===== src/rtl/imm_gen_if.sv =====
// Handshake bundle between decode, the immediate generator and the ALU operand mux.
// The slave modport is the generator's view; the master modport is its environment's view.
interface imm_gen_if #(
    parameter int XLEN  = 32,
    parameter int TAG_W = 32
);
    logic             in_valid;
    logic             in_ready;
    logic [31:0]      in_instr;
    logic [TAG_W-1:0] in_tag;
    logic             out_valid;
    logic             out_ready;
    logic [XLEN-1:0]  out_imm;
    logic [2:0]       out_fmt;
    logic             out_illegal;
    logic [TAG_W-1:0] out_tag;

    modport slave (
        input  in_valid, in_instr, in_tag, out_ready,
        output in_ready, out_valid, out_imm, out_fmt, out_illegal, out_tag
    );

    modport master (
        output in_valid, in_instr, in_tag, out_ready,
        input  in_ready, out_valid, out_imm, out_fmt, out_illegal, out_tag
    );
endinterface


===== src/rtl/imm_gen_pipe.sv =====
// Two-stage RV32I/RV64I immediate generator with valid/ready handshake and tag passthrough.
// Optional macro IMM_GEN_SHAMT_EN: shift-immediate ops return only the zero-extended shamt.
module imm_gen_pipe #(
    parameter int XLEN  = 32,
    parameter int TAG_W = 32
) (
    input  logic      clk,
    input  logic      rst_n,
    input  logic      flush,
    imm_gen_if.slave  bus
);
    localparam logic [2:0] FMT_NONE = 3'd0;
    localparam logic [2:0] FMT_I    = 3'd1;
    localparam logic [2:0] FMT_S    = 3'd2;
    localparam logic [2:0] FMT_B    = 3'd3;
    localparam logic [2:0] FMT_U    = 3'd4;
    localparam logic [2:0] FMT_J    = 3'd5;

    function automatic logic [2:0] decode_fmt(input logic [6:0] opc);
        logic [2:0] fmt;
        case (opc)
            7'b0010011, 7'b0000011, 7'b1100111: fmt = FMT_I;
            7'b0100011:                         fmt = FMT_S;
            7'b1100011:                         fmt = FMT_B;
            7'b0110111, 7'b0010111:             fmt = FMT_U;
            7'b1101111:                         fmt = FMT_J;
            default:                            fmt = FMT_NONE;
        endcase
        return fmt;
    endfunction

    logic             s1_valid_reg;
    logic [31:0]      s1_instr_reg;
    logic [TAG_W-1:0] s1_tag_reg;
    logic [2:0]       s1_fmt_reg;

    logic             s2_valid_reg;
    logic [XLEN-1:0]  s2_imm_reg;
    logic [2:0]       s2_fmt_reg;
    logic             s2_illegal_reg;
    logic [TAG_W-1:0] s2_tag_reg;

    logic             s2_load;
    logic             in_ready;
    logic [31:0]      ins;
    logic [31:0]      imm32;
    logic [XLEN-1:0]  imm_next;

    assign s2_load  = !s2_valid_reg || bus.out_ready;
    assign in_ready = !flush && (!s1_valid_reg || s2_load);
    assign ins      = s1_instr_reg;

    // Every format places the sign in instr[31], so a 32-bit image sign-extends cleanly to XLEN.
    always_comb begin
        imm32    = '0;
        imm_next = '0;
        case (s1_fmt_reg)
            FMT_I:   imm32 = {{20{ins[31]}}, ins[31:20]};
            FMT_S:   imm32 = {{20{ins[31]}}, ins[31:25], ins[11:7]};
            FMT_B:   imm32 = {{19{ins[31]}}, ins[31], ins[7], ins[30:25], ins[11:8], 1'b0};
            FMT_U:   imm32 = {ins[31:12], 12'b0};
            FMT_J:   imm32 = {{11{ins[31]}}, ins[31], ins[19:12], ins[20], ins[30:21], 1'b0};
            default: imm32 = '0;
        endcase
        imm_next = XLEN'($signed(imm32));
`ifdef IMM_GEN_SHAMT_EN
        if (ins[6:0] == 7'b0010011 && ins[13:12] == 2'b01) begin
            imm_next = (XLEN == 64) ? XLEN'(ins[25:20]) : XLEN'(ins[24:20]);
        end
`endif
    end

    always_ff @(posedge clk or negedge rst_n) begin
        if (!rst_n) begin
            s1_valid_reg   <= 1'b0;
            s1_instr_reg   <= '0;
            s1_tag_reg     <= '0;
            s1_fmt_reg     <= FMT_NONE;
            s2_valid_reg   <= 1'b0;
            s2_imm_reg     <= '0;
            s2_fmt_reg     <= FMT_NONE;
            s2_illegal_reg <= 1'b0;
            s2_tag_reg     <= '0;
        end else if (flush) begin
            // Only the valids drop; a concurrent out_ready handshake still counts downstream.
            s1_valid_reg <= 1'b0;
            s2_valid_reg <= 1'b0;
        end else begin
            if (s2_load) begin
                s2_valid_reg <= s1_valid_reg;
                if (s1_valid_reg) begin
                    s2_imm_reg     <= imm_next;
                    s2_fmt_reg     <= s1_fmt_reg;
                    s2_illegal_reg <= (s1_fmt_reg == FMT_NONE);
                    s2_tag_reg     <= s1_tag_reg;
                end
            end
            if (in_ready) begin
                s1_valid_reg <= bus.in_valid;
                if (bus.in_valid) begin
                    s1_instr_reg <= bus.in_instr;
                    s1_tag_reg   <= bus.in_tag;
                    s1_fmt_reg   <= decode_fmt(bus.in_instr[6:0]);
                end
            end
        end
    end

    assign bus.in_ready    = in_ready;
    assign bus.out_valid   = s2_valid_reg;
    assign bus.out_imm     = s2_imm_reg;
    assign bus.out_fmt     = s2_fmt_reg;
    assign bus.out_illegal = s2_illegal_reg;
    assign bus.out_tag     = s2_tag_reg;
endmodule


===== src/flat_wrapper.sv =====
// flat-port wrapper written by rule: the top's interface ports become plain ports
module imm_gen_pipe_flat 
#(
    parameter int XLEN  = 32,
    parameter int TAG_W = 32
)
  (clk, rst_n, flush, bus_in_valid, bus_in_instr, bus_in_tag, bus_out_ready, bus_in_ready, bus_out_valid, bus_out_imm, bus_out_fmt, bus_out_illegal, bus_out_tag);
  imm_gen_if #(.XLEN(XLEN), .TAG_W(TAG_W)) bus_i ();
  input  logic clk;
  input  logic rst_n;
  input  logic flush;
  input wire logic [$bits(bus_i.in_valid)-1:0] bus_in_valid;
  input wire logic [$bits(bus_i.in_instr)-1:0] bus_in_instr;
  input wire logic [$bits(bus_i.in_tag)-1:0] bus_in_tag;
  input wire logic [$bits(bus_i.out_ready)-1:0] bus_out_ready;
  output wire logic [$bits(bus_i.in_ready)-1:0] bus_in_ready;
  output wire logic [$bits(bus_i.out_valid)-1:0] bus_out_valid;
  output wire logic [$bits(bus_i.out_imm)-1:0] bus_out_imm;
  output wire logic [$bits(bus_i.out_fmt)-1:0] bus_out_fmt;
  output wire logic [$bits(bus_i.out_illegal)-1:0] bus_out_illegal;
  output wire logic [$bits(bus_i.out_tag)-1:0] bus_out_tag;
  assign bus_i.in_valid = bus_in_valid;
  assign bus_i.in_instr = bus_in_instr;
  assign bus_i.in_tag = bus_in_tag;
  assign bus_i.out_ready = bus_out_ready;
  assign bus_in_ready = bus_i.in_ready;
  assign bus_out_valid = bus_i.out_valid;
  assign bus_out_imm = bus_i.out_imm;
  assign bus_out_fmt = bus_i.out_fmt;
  assign bus_out_illegal = bus_i.out_illegal;
  assign bus_out_tag = bus_i.out_tag;
  imm_gen_pipe #(.XLEN(XLEN), .TAG_W(TAG_W)) u_core (.clk(clk), .rst_n(rst_n), .flush(flush), .bus(bus_i));
endmodule

===== config.mk =====
export PLATFORM = sky130hd
export DESIGN_NAME = imm_gen_pipe_flat
export DESIGN_NICKNAME = d
export VERILOG_FILES = /design/src/rtl/imm_gen_if.sv /design/src/rtl/imm_gen_pipe.sv /design/src/flat_wrapper.sv
export SDC_FILE = /design/constraint.sdc
export NUM_CORES = 1
export LEC_CHECK = 0
export CAP_MARGIN = 20
export CORE_MARGIN = 4
export CORE_UTILIZATION = 50
export CTS_BUF_LIST = sky130_fd_sc_hd__clkbuf_8
export DETAILED_ROUTE_END_ITERATION = 10
export PLACE_DENSITY = 0.9
export SLEW_MARGIN = 15
export SYNTH_ARGS = -nofsm -noshare
export SYNTH_HDL_FRONTEND = slang
export SYNTH_SLANG_ARGS = --single-unit
export TNS_END_PERCENT = 20

===== constraint.sdc =====
create_clock -name clk -period 1.78 [get_ports clk]
set_clock_uncertainty 0.05 [all_clocks]
set_input_delay 0.445 -clock clk [delete_from_list [all_inputs] [get_ports clk]]
set_output_delay 0.445 -clock clk [all_outputs]
set_load 0.03 [all_outputs]

After elaboration in Yosys (flattened, before gate mapping)

Cells that the tools add are included.

Equal/unequal tests: 13
Mux-type cells: 6
Bitwise gates (word level): 1
Reductions and logical operators: 13

Operator list:

| kind                                           | count |
|---|---|
| one-hot mux 32 bit (5 select lines)            | 1 |
| == test 7 bit (second input constant)          | 3 |
| one-hot mux 3 bit (5 select lines)             | 1 |
| == test 7 x 5 -> 1 bit (second input constant) | 2 |
| == test 7 x 6 -> 1 bit (second input constant) | 2 |
| == test 7 x 2 -> 1 bit (second input constant) | 1 |
| == test 3 x 2 -> 1 bit (second input constant) | 2 |
| == test 3 bit (second input constant)          | 2 |
| AND reduction 3 bit                            | 2 |
| two-way mux 1 bit                              | 4 |
| nonzero test 2 bit                             | 2 |
| == test 3 x 1 -> 1 bit (second input constant) | 1 |
| logical NOT 1 bit                              | 3 |
| logical NOT 3 bit                              | 1 |
| OR reduction 3 bit                             | 1 |
| logical OR 1 bit                               | 2 |
| OR reduction 2 bit                             | 1 |
| logical AND 1 bit                              | 1 |
| NOT 1 bit                                      | 1 |

Register bits after elaboration: 137
Output and inout port bits: 70

Logic depth before layout (Yosys ltp)

Depth after elaboration: 6
Depth in mapped cells: 6
Mapped depth without buffers: 4

Worst setup path before layout

No wires, ideal clock.

Path kind: register -> register
Start: reg u_core.s2_valid_reg (netlist: u_core.bus.out_valid)
End: reg u_core.s1_instr_reg[10] (netlist: u_core.ins[10])
Arrival time: 1536 ps
Required time: 1605 ps
Slack: 69 ps
Stages on the path, launching flop included: 6
Path buffers: 2
Clock period less this slack: 1711 ps
Path through: dfrtp_1 nor2b_4 a211o_1 buf_4 buf_6 mux2_4

Word-level cells in the longest chain between the ends: 5

RTL lines:

| item                          | line                | RTL |
|---|---|---|
| from (decl)                   | imm_gen_pipe.sv:37  | `logic s2_valid_reg;` |
| from (signal assigned)        | imm_gen_pipe.sv:90  | `s2_valid_reg <= s1_valid_reg;` |
| logical NOT 1 bit             | imm_gen_pipe.sv:49  | `assign s2_load = !s2_valid_reg \|\| bus.out_ready;` |
| logical OR 1 bit              | imm_gen_pipe.sv:49  |  |
| logical OR 1 bit              | imm_gen_pipe.sv:50  | `assign in_ready = !flush && (!s1_valid_reg \|\| s2_load);` |
| logical AND 1 bit             | imm_gen_pipe.sv:50  |  |
| AND reduction 3 bit (no line) | -                   |  |
| to (signal assigned)          | imm_gen_pipe.sv:101 | `s1_instr_reg <= bus.in_instr;` |
| to (decl)                     | imm_gen_pipe.sv:33  | `logic [31:0] s1_instr_reg;` |

Every way passes these cells.
A chain may end at the register's enable or synchronous reset.

Final worst setup path

Start: reg u_core.s2_valid_reg (netlist: u_core.bus.out_valid)
End: out bus_in_ready

Word-level cells in the longest chain between the ends: 4

RTL lines:

| item              | line               | RTL |
|---|---|---|
| logical NOT 1 bit | imm_gen_pipe.sv:49 |  |
| logical OR 1 bit  | imm_gen_pipe.sv:49 |  |
| logical OR 1 bit  | imm_gen_pipe.sv:50 |  |
| logical AND 1 bit | imm_gen_pipe.sv:50 |  |
| to (decl)         | flat_wrapper.sv:16 | `output wire logic [$bits(bus_i.in_ready)-1:0] bus_in_ready;` |

Every way passes these cells.

==> reports/results.txt <==
Run status - finished clean
Ys Warns - 0
RR Endpoint - u_core.ins[29]$_DFFE_PN0P_
RSZ-0062 raised after global routing - yes
Crit path depth - 3
Non-filler cells, final - 745
Distinct cell type count after synthesis - 35
Std-Cell Rows - 37
Clk_lat worst skew - 0.41 ns
Hold_ws - 0.264 ns
Arr. time, crit path - 1.26 ns
Largest net degree at the start of global routing - 42
Area delta synth->final - 39.2%
Initial core utilization - 0.517
Clk sinks - 130
CP startpoint - u_core.bus.out_valid$_DFFE_PN0P_
Port bufs - 138
EDFF count, synth - 0
Iter 0 DRT Violations - 182
CTS Buffer Depth - 2
Switch share - 0.301
Gr usage total - 0.209
Overflow after GRT - 0
Gate power share - 0.244
Syn avg cell area - 12.1 µm²
First-pass GRT wire length - 20.7 mm
H-tree levels - 4
Pwr dens - 1220 nW/µm²
Worst setup EP type - primary output
Worst Tran Pin Value - 0.508 ns
Maximum vdd drop - 0.658 mV
Crit-path slowest cell - dfrtp_1
CP delay by family, top - flip-flops
Leakage - 3.72 nW
Vias - 3827
Cells after Synth - 442
Clock network fraction of total power - 0.336
Drt first pass iters - 5
Crit-path max cell delay - 0.39 ns
Flop pwr share - 0.419
Psw - 2.74 mW
Setup_tns - 0 ns
# nets final - 664
Ys flop type - dfrtp_1
Die W - 112 µm
P_int - 6.37 mW
Slew Viols, Final - 0
Placed cell count - 710
Met3 Usage GRT - 0.0630
R2R cell count - 5
Layout cells sized above 1 - 0.201
Post-synthesis sequential area ratio - 0.607
Syn_nets - 511
Worst reg-to-reg setup slack - 0.04 ns
Routed wire length - 12.6 mm
Final Wtd Congestion - 0.810
Antenna violations before repair - 1
Chip Height - 112 µm
GR Layer Usage met1 - 0.252
Crit path max fanout - 5
Post-Syn Area - 5360 µm²
Critical path buffer and inverter count - 1
Critical-path cell list - nor2b_4 -> a21oi_4 -> buf_6
CORE AREA - 10400 µm²
Register clock-pin slew on the reported worst setup and hold paths - 0.07 ns
Most Crowded Layer GR - met2
Post-route ant nets - 0
Fin crit share - 0.986
Worst min-delay path class - in2reg
Number of global-route vias before repair - 4063
Final setup violation count - 0
Finished Core Util - 0.719
Async SR Flop Fraction - 1.00
Commonest non-fill, non-tap cells in the layout - nand2_1, dfrtp_1, dlygate4sd2_1
RR Startpoint - u_core.bus.out_valid$_DFFE_PN0P_
CTS root buf - clkbuf_8
DR WL/cell - 17.0 µm
Die Area - 12400 µm²
CP startpoint kind - flop
Vias per cell - 5.14
Fmax - 0.570 GHz
Met2 GRT Util - 0.359
Max cap viols - 0
Final Hold Fails - 0
Kind of critical path - reg2out
Final min period - 1.76 ns
TritonCTS clock tree - done
Drc violations - 0
Total CTS buffers - 17
Top Ports - 139
CP required - 1.28 ns
Capture point of the critical path - bus_in_ready
Synthesis-stage register bit count - 130
DP HPWL - 9.24 mm
Slew margin rel. - 0.661
worst reg2reg max path: cells and delay by family, from the launching register on:
family | cells | cell delay, ns
AND/OR/NAND/NOR | 1 | 0.16
multiplexers | 1 | 0.31
buffers and inverters | 2 | 0.33
flip-flops | 1 | 0.39
AO/OA/AOI/OAI | 1 | 0.40
final cells by class:
type	count	area (µm²)
Antenna cell	1	2.50
Clock buffer	20	275
Clock inverter	12	225
Fill cell	738	2910
Inverter	1	3.75
Multi-Input combinational cell	285	1960
Sequential cell	130	3250
Tap cell	136	170
Timing Repair Buffer	160	1570
power by group through the flow:
stage | clock network, mW | registers, mW | logic [mW]
4_1_cts | 3.12 | 3.82 | 2.25
3_5_place_dp | 0 | 3.88 | 2.48
5_1_grt | 3.27 | 3.88 | 2.37
6_report | 3.07 | 3.82 | 2.22
3_3_place_gp | 0 | 3.84 | 2.41
2_1_floorplan | 0 | 4.46 | 0.729
how the worst min path moves through the flow:
stage | startpoint | to | cells past startpoint
after detailed placement | rst_n | u_core.bus.out_imm[29]$_DFFE_PN0P_ | 1
after global routing | flush | u_core.bus.out_valid$_DFFE_PN0P_ | 2
final | flush | u_core.bus.out_valid$_DFFE_PN0P_ | 2
after CTS | u_core.s1_tag_reg[5]$_DFFE_PN0P_ | u_core.bus.out_tag[5]$_DFFE_PN0P_ | 2
after global placement | rst_n | u_core.bus.out_imm[29]$_DFFE_PN0P_ | 1
after floorplan | rst_n | u_core.bus.out_fmt[0]$_DFFE_PN0P_ | 0
metrics by stage:
step | instance area (µm²) | worst slack (ns) | power (mW)
finish | 7460 | 0.0241 | 9.11
CTS | 7440 | -0.154 | 9.19
global placement | 7010 | -0.289 | 6.25
detailed placement | 7010 | -0.342 | 6.36
floorplan | 5360 | 0.0690 | 5.18
global route | 7460 | -0.0339 | 9.53
per-layer routing:
layer	routed length (µm)	up-vias
li1	-	1796
met1	5200	1884
met2	6460	129
met3	735	18
met4	227	0
met5	0	-
Yosys cell counts, types with 3 or more instances:
| cell | n | area (µm²) |
|---|---|---|
| buf_1 | 5 | 18.8 |
| o21ai_0 | 4 | 20.0 |
| nor2_1 | 26 | 97.6 |
| a21oi_1 | 14 | 70.1 |
| dfrtp_1 | 130 | 3250 |
| mux2_4 | 55 | 826 |
| a31oi_1 | 11 | 68.8 |
| mux2_2 | 4 | 45.0 |
| buf_6 | 6 | 67.6 |
| o21ai_1 | 6 | 30.0 |
| nor2b_1 | 3 | 18.8 |
| nand2_1 | 130 | 488 |
| buf_2 | 12 | 60.1 |
| a221oi_1 | 4 | 35.0 |
| a22o_1 | 6 | 52.6 |
logic make-up after synthesis:
| family | share of synthesized area |
|---|---|
| AOI/OAI and AO/OA | 0.0637 |
| buffers and inverters | 0.0315 |
| DFF | 0.607 |
| muxes | 0.162 |
| and+or+nand+nor | 0.135 |
what timing repair did:
| action | in CTS | in global routing |
|---|---|---|
| pin swaps | 0 | 1 |
| hold buffers | 1 | 0 |
| endpoints found under the hold margin | 36 | 0 |
| buffers inserted | 0 | 2 |
| gates resized for setup | 72 | 3 |
| setup endpoints to repair | 70 | 6 |
| gates cloned | 0 | 0 |
Note: power is estimated with default switching activity, not from simulation.
